--- src/rtl/mem_stage_stack_ctrl_if.sv ---
// M-stage bus of the memory-stage stack controller: pipeline requests, interrupt
// inputs, and the read data / stall / PC and CCR restore outputs.
interface mem_stage_stack_ctrl_if;
  logic       mem_rd_en_M;
  logic       mem_wr_en_M;
  logic [1:0] addr_sel_M;
  logic [7:0] alu_out_M;
  logic [7:0] wdata_M;
  logic       rti_M;
  logic       intr_i;
  logic [7:0] pc_int_i;
  logic [3:0] flags_i;
  logic [7:0] read_data_M;
  logic [7:0] sp_o;
  logic       stall_o;
  logic       pc_load_o;
  logic [7:0] pc_val_o;
  logic       flags_load_o;
  logic [3:0] flags_val_o;
  logic       stack_err_o;
  logic [2:0] state_o;

  // Pipeline side drives requests and consumes results.
  modport master (
    output mem_rd_en_M, mem_wr_en_M, addr_sel_M, alu_out_M, wdata_M, rti_M,
           intr_i, pc_int_i, flags_i,
    input  read_data_M, sp_o, stall_o, pc_load_o, pc_val_o, flags_load_o,
           flags_val_o, stack_err_o, state_o
  );

  modport slave (
    input  mem_rd_en_M, mem_wr_en_M, addr_sel_M, alu_out_M, wdata_M, rti_M,
           intr_i, pc_int_i, flags_i,
    output read_data_M, sp_o, stall_o, pc_load_o, pc_val_o, flags_load_o,
           flags_val_o, stack_err_o, state_o
  );
endinterface

--- src/rtl/mem_stage_stack_ctrl.sv ---
// Memory stage: 256x8 data memory, stack pointer, and the interrupt-entry / RTI
// sequencer that stalls the front of the pipe while it pushes or pops a frame.
module mem_stage_stack_ctrl #(
  parameter logic [7:0] SP_RESET     = 8'hFF,
  parameter logic [7:0] INT_VEC_ADDR = 8'h00
) (
  input logic                    clk,
  input logic                    reset,
  mem_stage_stack_ctrl_if.slave  bus
);

  typedef enum logic [2:0] {
    S_IDLE    = 3'd0,
    S_INT_PC  = 3'd1,
    S_INT_FL  = 3'd2,
    S_INT_VEC = 3'd3,
    S_RTI_FL  = 3'd4,
    S_RTI_PC  = 3'd5
  } state_e;

  state_e     state_q;
  logic [7:0] sp_q, sp_d, sp_inc, sp_dec;
  logic       int_pending_q;
  logic       stack_err_q;
  logic       stall_q;
  logic       pc_load_q;
  logic       flags_load_q;

  logic [7:0] mem_q [256];

  logic       is_idle, op_valid, op_wr, op_rd, op_push, op_pop;
  logic [7:0] op_addr;
  logic       int_req, enter_int;
  logic       mem_we;
  logic [7:0] mem_waddr, mem_wdata;
  logic       sp_down, sp_up, err_set;
  logic [7:0] top_word;

  // Pipeline request decode; only honoured while the sequencer is idle.
  always_comb begin
    sp_inc    = sp_q + 8'd1;
    sp_dec    = sp_q - 8'd1;
    is_idle   = (state_q == S_IDLE);
    op_valid  = is_idle && (bus.addr_sel_M != 2'b11);
    op_wr     = op_valid && bus.mem_wr_en_M;
    op_rd     = op_valid && bus.mem_rd_en_M && !bus.mem_wr_en_M;
    case (bus.addr_sel_M)
      2'b00:   op_addr = bus.alu_out_M;
      2'b01:   op_addr = sp_q;
      default: op_addr = sp_inc;
    endcase
    op_push   = op_wr && (bus.addr_sel_M == 2'b01);
    op_pop    = op_rd && (bus.addr_sel_M == 2'b10);
    int_req   = bus.intr_i || int_pending_q;
    enter_int = is_idle && int_req;
  end

  // Single write port shared by pipeline stores and the interrupt frame push.
  always_comb begin
    mem_we    = 1'b0;
    mem_waddr = op_addr;
    mem_wdata = bus.wdata_M;
    case (state_q)
      S_IDLE: mem_we = op_wr;
      S_INT_PC: begin
        mem_we    = 1'b1;
        mem_waddr = sp_q;
        mem_wdata = bus.pc_int_i;
      end
      S_INT_FL: begin
        mem_we    = 1'b1;
        mem_waddr = sp_q;
        mem_wdata = {4'b0000, bus.flags_i};
      end
      default: mem_we = 1'b0;
    endcase
    if (reset) mem_we = 1'b0;
  end

  always_comb begin
    sp_down = op_push || (state_q == S_INT_PC) || (state_q == S_INT_FL);
    sp_up   = op_pop  || (state_q == S_RTI_FL) || (state_q == S_RTI_PC);
    if (sp_down)    sp_d = sp_dec;
    else if (sp_up) sp_d = sp_inc;
    else            sp_d = sp_q;
    err_set = (sp_down && (sp_q == 8'h00)) || (sp_up && (sp_q == 8'hFF));
  end

  always_ff @(posedge clk) begin
    if (mem_we) mem_q[mem_waddr] <= mem_wdata;
  end

  // Sequencer: strobes are registered on the transition into the state they belong to.
  always_ff @(posedge clk) begin
    if (reset) begin
      state_q       <= S_IDLE;
      sp_q          <= SP_RESET;
      int_pending_q <= 1'b0;
      stack_err_q   <= 1'b0;
      stall_q       <= 1'b0;
      pc_load_q     <= 1'b0;
      flags_load_q  <= 1'b0;
    end else begin
      sp_q          <= sp_d;
      if (err_set) stack_err_q <= 1'b1;
      int_pending_q <= enter_int ? 1'b0 : (int_pending_q | bus.intr_i);
      pc_load_q     <= 1'b0;
      flags_load_q  <= 1'b0;
      case (state_q)
        S_IDLE: begin
          if (int_req) begin
            state_q <= S_INT_PC;
            stall_q <= 1'b1;
          end else if (bus.rti_M) begin
            state_q      <= S_RTI_FL;
            stall_q      <= 1'b1;
            flags_load_q <= 1'b1;
          end
        end
        S_INT_PC: state_q <= S_INT_FL;
        S_INT_FL: begin
          state_q   <= S_INT_VEC;
          pc_load_q <= 1'b1;
        end
        S_RTI_FL: begin
          state_q   <= S_RTI_PC;
          pc_load_q <= 1'b1;
        end
        default: begin
          state_q <= S_IDLE;
          stall_q <= 1'b0;
        end
      endcase
    end
  end

  assign top_word = mem_q[sp_inc];

  // Reads are forced to zero outside an idle, read-only access so MEM/WB sees no stale data.
  assign bus.read_data_M  = op_rd ? mem_q[op_addr] : 8'h00;
  assign bus.sp_o         = sp_q;
  assign bus.stall_o      = stall_q;
  assign bus.pc_load_o    = pc_load_q;
  assign bus.pc_val_o     = !pc_load_q ? 8'h00 :
                            (state_q == S_INT_VEC) ? mem_q[INT_VEC_ADDR] : top_word;
  assign bus.flags_load_o = flags_load_q;
  assign bus.flags_val_o  = flags_load_q ? top_word[3:0] : 4'h0;
  assign bus.stack_err_o  = stack_err_q;
  assign bus.state_o      = state_q;

endmodule

--- src/flat_wrapper.sv ---
// flat-port wrapper written by rule: the top's interface ports become plain ports
module mem_stage_stack_ctrl_flat 
#(
  parameter logic [7:0] SP_RESET     = 8'hFF,
  parameter logic [7:0] INT_VEC_ADDR = 8'h00
)
  (clk, reset, bus_mem_rd_en_M, bus_mem_wr_en_M, bus_addr_sel_M, bus_alu_out_M, bus_wdata_M, bus_rti_M, bus_intr_i, bus_pc_int_i, bus_flags_i, bus_read_data_M, bus_sp_o, bus_stall_o, bus_pc_load_o, bus_pc_val_o, bus_flags_load_o, bus_flags_val_o, bus_stack_err_o, bus_state_o);
  mem_stage_stack_ctrl_if bus_i ();
  input logic clk;
  input logic reset;
  input wire logic [$bits(bus_i.mem_rd_en_M)-1:0] bus_mem_rd_en_M;
  input wire logic [$bits(bus_i.mem_wr_en_M)-1:0] bus_mem_wr_en_M;
  input wire logic [$bits(bus_i.addr_sel_M)-1:0] bus_addr_sel_M;
  input wire logic [$bits(bus_i.alu_out_M)-1:0] bus_alu_out_M;
  input wire logic [$bits(bus_i.wdata_M)-1:0] bus_wdata_M;
  input wire logic [$bits(bus_i.rti_M)-1:0] bus_rti_M;
  input wire logic [$bits(bus_i.intr_i)-1:0] bus_intr_i;
  input wire logic [$bits(bus_i.pc_int_i)-1:0] bus_pc_int_i;
  input wire logic [$bits(bus_i.flags_i)-1:0] bus_flags_i;
  output wire logic [$bits(bus_i.read_data_M)-1:0] bus_read_data_M;
  output wire logic [$bits(bus_i.sp_o)-1:0] bus_sp_o;
  output wire logic [$bits(bus_i.stall_o)-1:0] bus_stall_o;
  output wire logic [$bits(bus_i.pc_load_o)-1:0] bus_pc_load_o;
  output wire logic [$bits(bus_i.pc_val_o)-1:0] bus_pc_val_o;
  output wire logic [$bits(bus_i.flags_load_o)-1:0] bus_flags_load_o;
  output wire logic [$bits(bus_i.flags_val_o)-1:0] bus_flags_val_o;
  output wire logic [$bits(bus_i.stack_err_o)-1:0] bus_stack_err_o;
  output wire logic [$bits(bus_i.state_o)-1:0] bus_state_o;
  assign bus_i.mem_rd_en_M = bus_mem_rd_en_M;
  assign bus_i.mem_wr_en_M = bus_mem_wr_en_M;
  assign bus_i.addr_sel_M = bus_addr_sel_M;
  assign bus_i.alu_out_M = bus_alu_out_M;
  assign bus_i.wdata_M = bus_wdata_M;
  assign bus_i.rti_M = bus_rti_M;
  assign bus_i.intr_i = bus_intr_i;
  assign bus_i.pc_int_i = bus_pc_int_i;
  assign bus_i.flags_i = bus_flags_i;
  assign bus_read_data_M = bus_i.read_data_M;
  assign bus_sp_o = bus_i.sp_o;
  assign bus_stall_o = bus_i.stall_o;
  assign bus_pc_load_o = bus_i.pc_load_o;
  assign bus_pc_val_o = bus_i.pc_val_o;
  assign bus_flags_load_o = bus_i.flags_load_o;
  assign bus_flags_val_o = bus_i.flags_val_o;
  assign bus_stack_err_o = bus_i.stack_err_o;
  assign bus_state_o = bus_i.state_o;
  mem_stage_stack_ctrl #(.SP_RESET(SP_RESET), .INT_VEC_ADDR(INT_VEC_ADDR)) u_core (.clk(clk), .reset(reset), .bus(bus_i));
endmodule
--- config.mk ---
export PLATFORM = sky130hd
export DESIGN_NAME = mem_stage_stack_ctrl_flat
export DESIGN_NICKNAME = d
export VERILOG_FILES = /design/src/rtl/mem_stage_stack_ctrl_if.sv /design/src/rtl/mem_stage_stack_ctrl.sv /design/src/flat_wrapper.sv
export SDC_FILE = /design/constraint.sdc
export NUM_CORES = 2
export LEC_CHECK = 0
export CAP_MARGIN = 0
export CORE_ASPECT_RATIO = 0.75
export CORE_MARGIN = 5
export CORE_UTILIZATION = 26
export CTS_CLUSTER_SIZE = 28
export DETAILED_ROUTE_END_ITERATION = 10
export SETUP_SLACK_MARGIN = 0.3
export SKIP_LAST_GASP = 1
export SLEW_MARGIN = 20
export SYNTH_ARGS = -nofsm -noshare
export SYNTH_HDL_FRONTEND = slang
export SYNTH_SLANG_ARGS = --single-unit
export TNS_END_PERCENT = 1
--- constraint.sdc ---
create_clock -name clk -period 20 [get_ports clk]
set_input_delay 2 -clock clk [delete_from_list [all_inputs] [get_ports clk]]
set_output_delay 2 -clock clk [all_outputs]
set_load 0.005 [all_outputs]
==> After elaboration in Yosys (flattened, before gate mapping) <==
Memories as Yosys holds them, arrays and structs flattened.
Index checks and enable logic that the tools add are counted.
{ "op_classes": {"add_sub_neg": 2, "n_eq_ne": 10, "mux": 21, "bitwise_logic": 3, "n_reduce_logical": 26} }
{ "ops": {"columns": ["cell", "n"], "rows": [
  ["two-way mux 8 bit", 6],
  ["case mux 8 bit (2 select lines)", 2],
  ["case mux 3 bit (4 select lines)", 1],
  ["logical AND 1 bit", 9],
  ["adder 8 x 1 -> 8 bit, second input constant", 1],
  ["== test 8 bit, second input constant", 1],
  ["zero test 8 bit", 1],
  ["subtractor 8 x 1 -> 8 bit, second input constant", 1],
  ["two-way mux 1 bit", 7],
  ["== test 3 x 2 -> 1 bit, second input constant", 2],
  ["== test 3 bit, second input constant", 2],
  ["logical OR 1 bit", 6],
  ["two-way mux 3 bit", 2],
  ["OR reduction 2 bit", 3],
  ["OR reduction 3 bit", 2],
  ["two-way mux 4 bit", 1],
  ["case mux 1 bit (2 select lines)", 2],
  ["== test 3 x 1 -> 1 bit, second input constant", 1],
  ["zero test 3 bit", 1],
  ["!= test 3 bit, second input constant", 1],
  ["== test 2 x 1 -> 1 bit, second input constant", 1],
  ["== test 2 bit, second input constant", 1],
  ["zero test 2 bit", 1],
  ["!= test 2 bit, second input constant", 1],
  ["other kinds (5)", 6]
]} }
{ "word_totals": {"reg_bits": 16, "ram_bits": 2048, "in_bits": 36, "out_inout_bits": 35, "elab_cells": 70, "mem_count": 1} }
{ "mem_list": {"columns": ["name", "words", "word_bits", "read_ports", "rd_ports_with_merged_regs", "write_ports", "line", "text"], "rows": [
  ["u_core.mem_q", 256, 8, 3, 0, 1, "mem_stage_stack_ctrl.sv:29", "logic [7:0] mem_q [256];"]
]} }

==> Logic depth before layout (Yosys ltp) <==
{ "depth": {"depth_word": 9, "ltp_mapped": 16, "ltp_nobuf": 11} }

==> Worst setup path before layout <==
OpenSTA, ideal clock, no wires.
{ "synth_path": {"kind": "input to register", "from": "input bus_flags_i[0]", "to": "memory u_core.mem_q[0][0], data pin", "arrival_time_ns": 12.000, "required_ns": 17.813, "setup_slack_ns": 5.812, "stages": 2, "path_buffers": 0, "path_cell_list": "a22oi_1 o21ai_0"} }
{ "synth_via": {"elab_chain_len": 1} }
{ "synth_rtl": {"columns": ["item", "line", "text"], "rows": [
  ["start, declared", "flat_wrapper.sv:19", "input wire logic [$bits(bus_i.flags_i)-1:0] bus_flags_i;"],
  ["case mux 8 bit (2 select lines)", "mem_stage_stack_ctrl.sv:63", "case (state_q)"],
  ["net u_core.mem_wdata[0]", "mem_stage_stack_ctrl.sv:35", "logic [7:0] mem_waddr, mem_wdata;"],
  ["end, declared", "mem_stage_stack_ctrl.sv:29", null]
]} }
The timed path passes the listed nets, and every way through them passes these cells.

==> Worst setup path in the final report <==
{ "layout_path": {"from": "input bus_addr_sel_M[0]", "to": "output bus_read_data_M[2]"} }
{ "layout_via": {"elab_chain_len": 5, "elab_cells_between_ends": 9} }
{ "layout_rtl": {"columns": ["item", "line", "text"], "rows": [
  ["start, declared", "flat_wrapper.sv:13", "input wire logic [$bits(bus_i.addr_sel_M)-1:0] bus_addr_sel_M;"],
  ["branches (longest 4 deep; another with memory read (256 x 8 bit))", null, null],
  ["two-way mux 8 bit *", "mem_stage_stack_ctrl.sv:140", "assign bus.read_data_M = op_rd ? mem_q[op_addr] : 8'h00;"],
  ["end, declared", "flat_wrapper.sv:20", "output wire logic [$bits(bus_i.read_data_M)-1:0] bus_read_data_M;"]
]} }
Mark *: on every way between the ends.

==> metrics.txt <==
die area=around 390000 um2; final net count=just under 6000; starting density of the core=0.261; total CTS buffers=approximately 190; syn_nets=5878; drt pass-1 iters=9; IO Pins=71; Netlist cell types=between 80 and 90; CP arrival=9.37 ns; Die Y=542 um; top cells by area in the synthesized netlist=edfxtp_1 (63%), mux4_2 (22%), nand2_1 (3.3%); Die Wd=a little over 700 um; Final Cell Area=approximately 110000 um2; dpl hpwl=roughly 220000 um; final worst path period share=0.569; CTS resizes=0; first-pass GRT wire length=between 400000 and 500000 um; Placer Congestion=roughly 0.9; Rows=~200; final worst setup slack=approximately 8.6 ns; maximum root-to-sink buffer count=4; WL per Instance=approximately 32 um; final slew viol count=0; share of cells above drive strength 1=0.253; Crit Path Category=in -> out; Total Routing Usage GR=0.171; Hold Buf Count CTS=0; commonest register cell after synthesis=edfxtp_1; Post-CTS Setup Bufs=0; relative slew slack=0.141; Final Hold Fails=0; number of global-route vias before repair=around 60000; CP endpoint kind=output port; largest area contributor in the netlist=edfxtp_1; DRC viols=0; CTS H-tree depth=4; Final min period=11.37 ns; core area=~380000 um2; Yosys Warn Count=0; Async S/R FF share, synth=0; PD cells=approximately 140 nW/um2; Area Growth Syn to Fin=12.5%; worst r2r src=u_core.bus.sp_o[0]$_SDFFE_PP1P_; Critical Path Fanout Max=between 70 and 80; FMAX=around 0.088 GHz; largest net degree at the start of global routing=roughly 190; Syn Inst Count=5839; Hold/Removal Path Class=reg -> reg; routed wire length=around 350000 um; Port-buffer cells=70; initial antenna violation count=21; Mapped Avg Cell Area=between 15 and 20 um2; CP Launch Point=bus_addr_sel_M[0]; outcome=complete, no violations; Max VDD drop=approximately 0.00016 V; pre-CTS setup slack=slightly above 9 ns; Reg clk slew, reported paths=0.06 ns; Req. time, crit path=between 15 and 20 ns; Worst setup SP type=input pin; setup violators final=0; Slew @ Worst Pin=roughly 1.3 ns; register area share after synthesis=0.629; Max-Cap Viols=0; DR iter-0 viols=11618; Synth top area share=0.626; FF+latch count, synth=between 2000 and 2500; CTS tree=done; RSZ-0062 raised after global routing=no; number of synthesized flops with an enable pin=approximately 2000; final setup TNS=0 ns; clk sinks=about 2100; Post-Syn Area=around 98000 um2; HP Start=u_core.bus.stack_err_o$_SDFFE_PP0P_; total grt overflow=0; Clock Latency Late Sink=between 0.8 and 0.9 ns; Clock Tree Root=clkbuf_16; DR vias=roughly 63000; leak pwr=approximately 34 nW; Clock Skew=a little under 0.08 ns; Via density=5.73; DP Area=approximately 100000 um2; ANT nets after route=0
## stage by stage
| step | instances | hold WS (ns) | util | total power [W] |
|---|---|---|---|---|
| 6_report | 10982 | 0.546 | 0.294 | 0.0152 |
| 5_1_grt | 10973 | 0.581 | 0.294 | 0.0155 |
| 4_1_cts | 10972 | 0.542 | 0.294 | 0.0150 |
| 3_5_place_dp | 10634 | 0.533 | 0.278 | 0.0114 |
| 3_3_place_gp | 10630 | 0.497 | 0.278 | 0.0114 |
| 2_1_floorplan | 5839 | 0.501 | - | 0.00900 |
## final timing paths
check / slack, ns / depth (start not counted) / to
setup / recovery: 8.63 / 13 / bus_read_data_M[2]
setup reg to reg: 12.33 / 11 / u_core.mem_q[60][3]$_DFFE_PP_
hold / removal: 0.55 / 2 / u_core.bus.stack_err_o$_SDFFE_PP0P_
hold reg to reg: 0.55 / 2 / u_core.bus.stack_err_o$_SDFFE_PP0P_
## flip-flops by register name, indices dropped and copies added, names as in the netlist
register,flops
u_core.mem_q,2048
u_core.int_pending_q,1
u_core.bus.sp_o,8
u_core.bus.flags_load_o,1
u_core.bus.state_o,3
u_core.bus.stall_o,1
u_core.bus.stack_err_o,1
u_core.bus.pc_load_o,1
## per-layer routing
metal / global-route usage / vias to the layer above / share of wire
li1: - / 23907 / -
met4: 0.0609 / 18 / 0.042
met1: 0.237 / 33052 / 0.39
met2: 0.233 / 5149 / 0.41
met5: 0.000614 / - / 0.00035
met3: 0.0784 / 809 / 0.16
## cell usage in the layout (no fill, tap or decap), types with 38 or more instances in the layout
cell type | synthesis | layout
edfxtp_1 | 2048 | 2048
nand2_1 | 873 | 859
nand3_1 | 338 | 338
mux4_2 | 970 | 970
a32oi_1 | 54 | 54
clkdlybuf4s50_1 | 0 | 70
clkbuf_16 | 0 | 192
nor2_2 | 2 | 55
a31oi_1 | 51 | 50
clkinv_1 | 0 | 38
nor2_1 | 346 | 284
nand4_1 | 55 | 55
buf_4 | 50 | 137
o21ai_0 | 68 | 62
clkbuf_1 | 125 | 42
and3_1 | 39 | 39
mux2i_1 | 107 | 107
a21oi_1 | 60 | 60
o22ai_1 | 52 | 51
## power by group
part	leakage, nW	internal [W]	switching [W]	total (W)
Sequential	18.6	0.00498	0.0000405	0.00502
Clock	2.84	0.00193	0.00169	0.00362
Combinational	12.2	0.00228	0.00430	0.00659
## synthesized netlist by cell type (all sizes together), types with 3 or more instances
| cell | number |
|---|---|
| edfxtp | 2048 |
| mux4 | 970 |
| nand2 | 874 |
| nor2 | 349 |
| nand3 | 339 |
| buf | 330 |
| clkbuf | 125 |
| mux2i | 107 |
| o21ai | 74 |
| a21oi | 62 |
| nand4 | 55 |
| a32oi | 54 |
| o22ai | 52 |
| a31oi | 51 |
| and3 | 39 |
| a22oi | 32 |
| a221oi | 28 |
| a22o | 28 |
| a211oi | 23 |
| a32o | 18 |
| nor3 | 17 |
| dfxtp | 16 |
| nor2b | 13 |
| nand2b | 12 |
| a311oi | 9 |
| o211ai | 9 |
| xnor2 | 9 |
| and2 | 8 |
| inv | 7 |
| a221o | 6 |
| a31o | 6 |
| a2111oi | 5 |
| o31ai | 5 |
| o2111ai | 4 |
| or3 | 4 |
| or4 | 4 |
| a21boi | 3 |
| and4 | 3 |
| ha | 3 |
| nor4 | 3 |
| o21a | 3 |
| o22a | 3 |
| xor2 | 3 |
## area by class of cell
type | count | area (um2)
clock inverter | 104 | 858
inverter | 7 | 26.3
timing repair buffer | 228 | 2120
multi-input combinational | 3313 | 34500
sequential | 2064 | 61800
antenna | 9 | 22.5
fill | 36737 | 266000
clock buffer | 234 | 4960
tap | 5023 | 6280
## critical path: stages
cell and delay, ns:
clkdlybuf4s50_1 0.85, mux2_2 0.44, o21ai_4 0.46, buf_4 0.89, buf_4 0.78, nand2_1 0.13
a32oi_1 0.22, o21ai_0 0.19, a31oi_1 0.84, o21ai_0 0.37, a2111oi_4 0.90, a31o_1 0.48
clkdlybuf4s50_1 0.59
## cell families (layout without fill, tap and decap cells)
family                     count (synthesis)  in the layout  share of synthesized area
other                                      0              9                          0
buffers and inverters                    462            573                     0.0249
muxes                                   1078           1078                      0.233
DFF                                     2064           2064                      0.629
and+or+nand+nor                         1730           1730                     0.0752
xor gates and xnor gates                  12             12                    0.00115
adders and majority gates                  3              3                   0.000382
AOI/OAI and AO/OA                        490            490                     0.0357
Power figures use the tool's default switching activity.
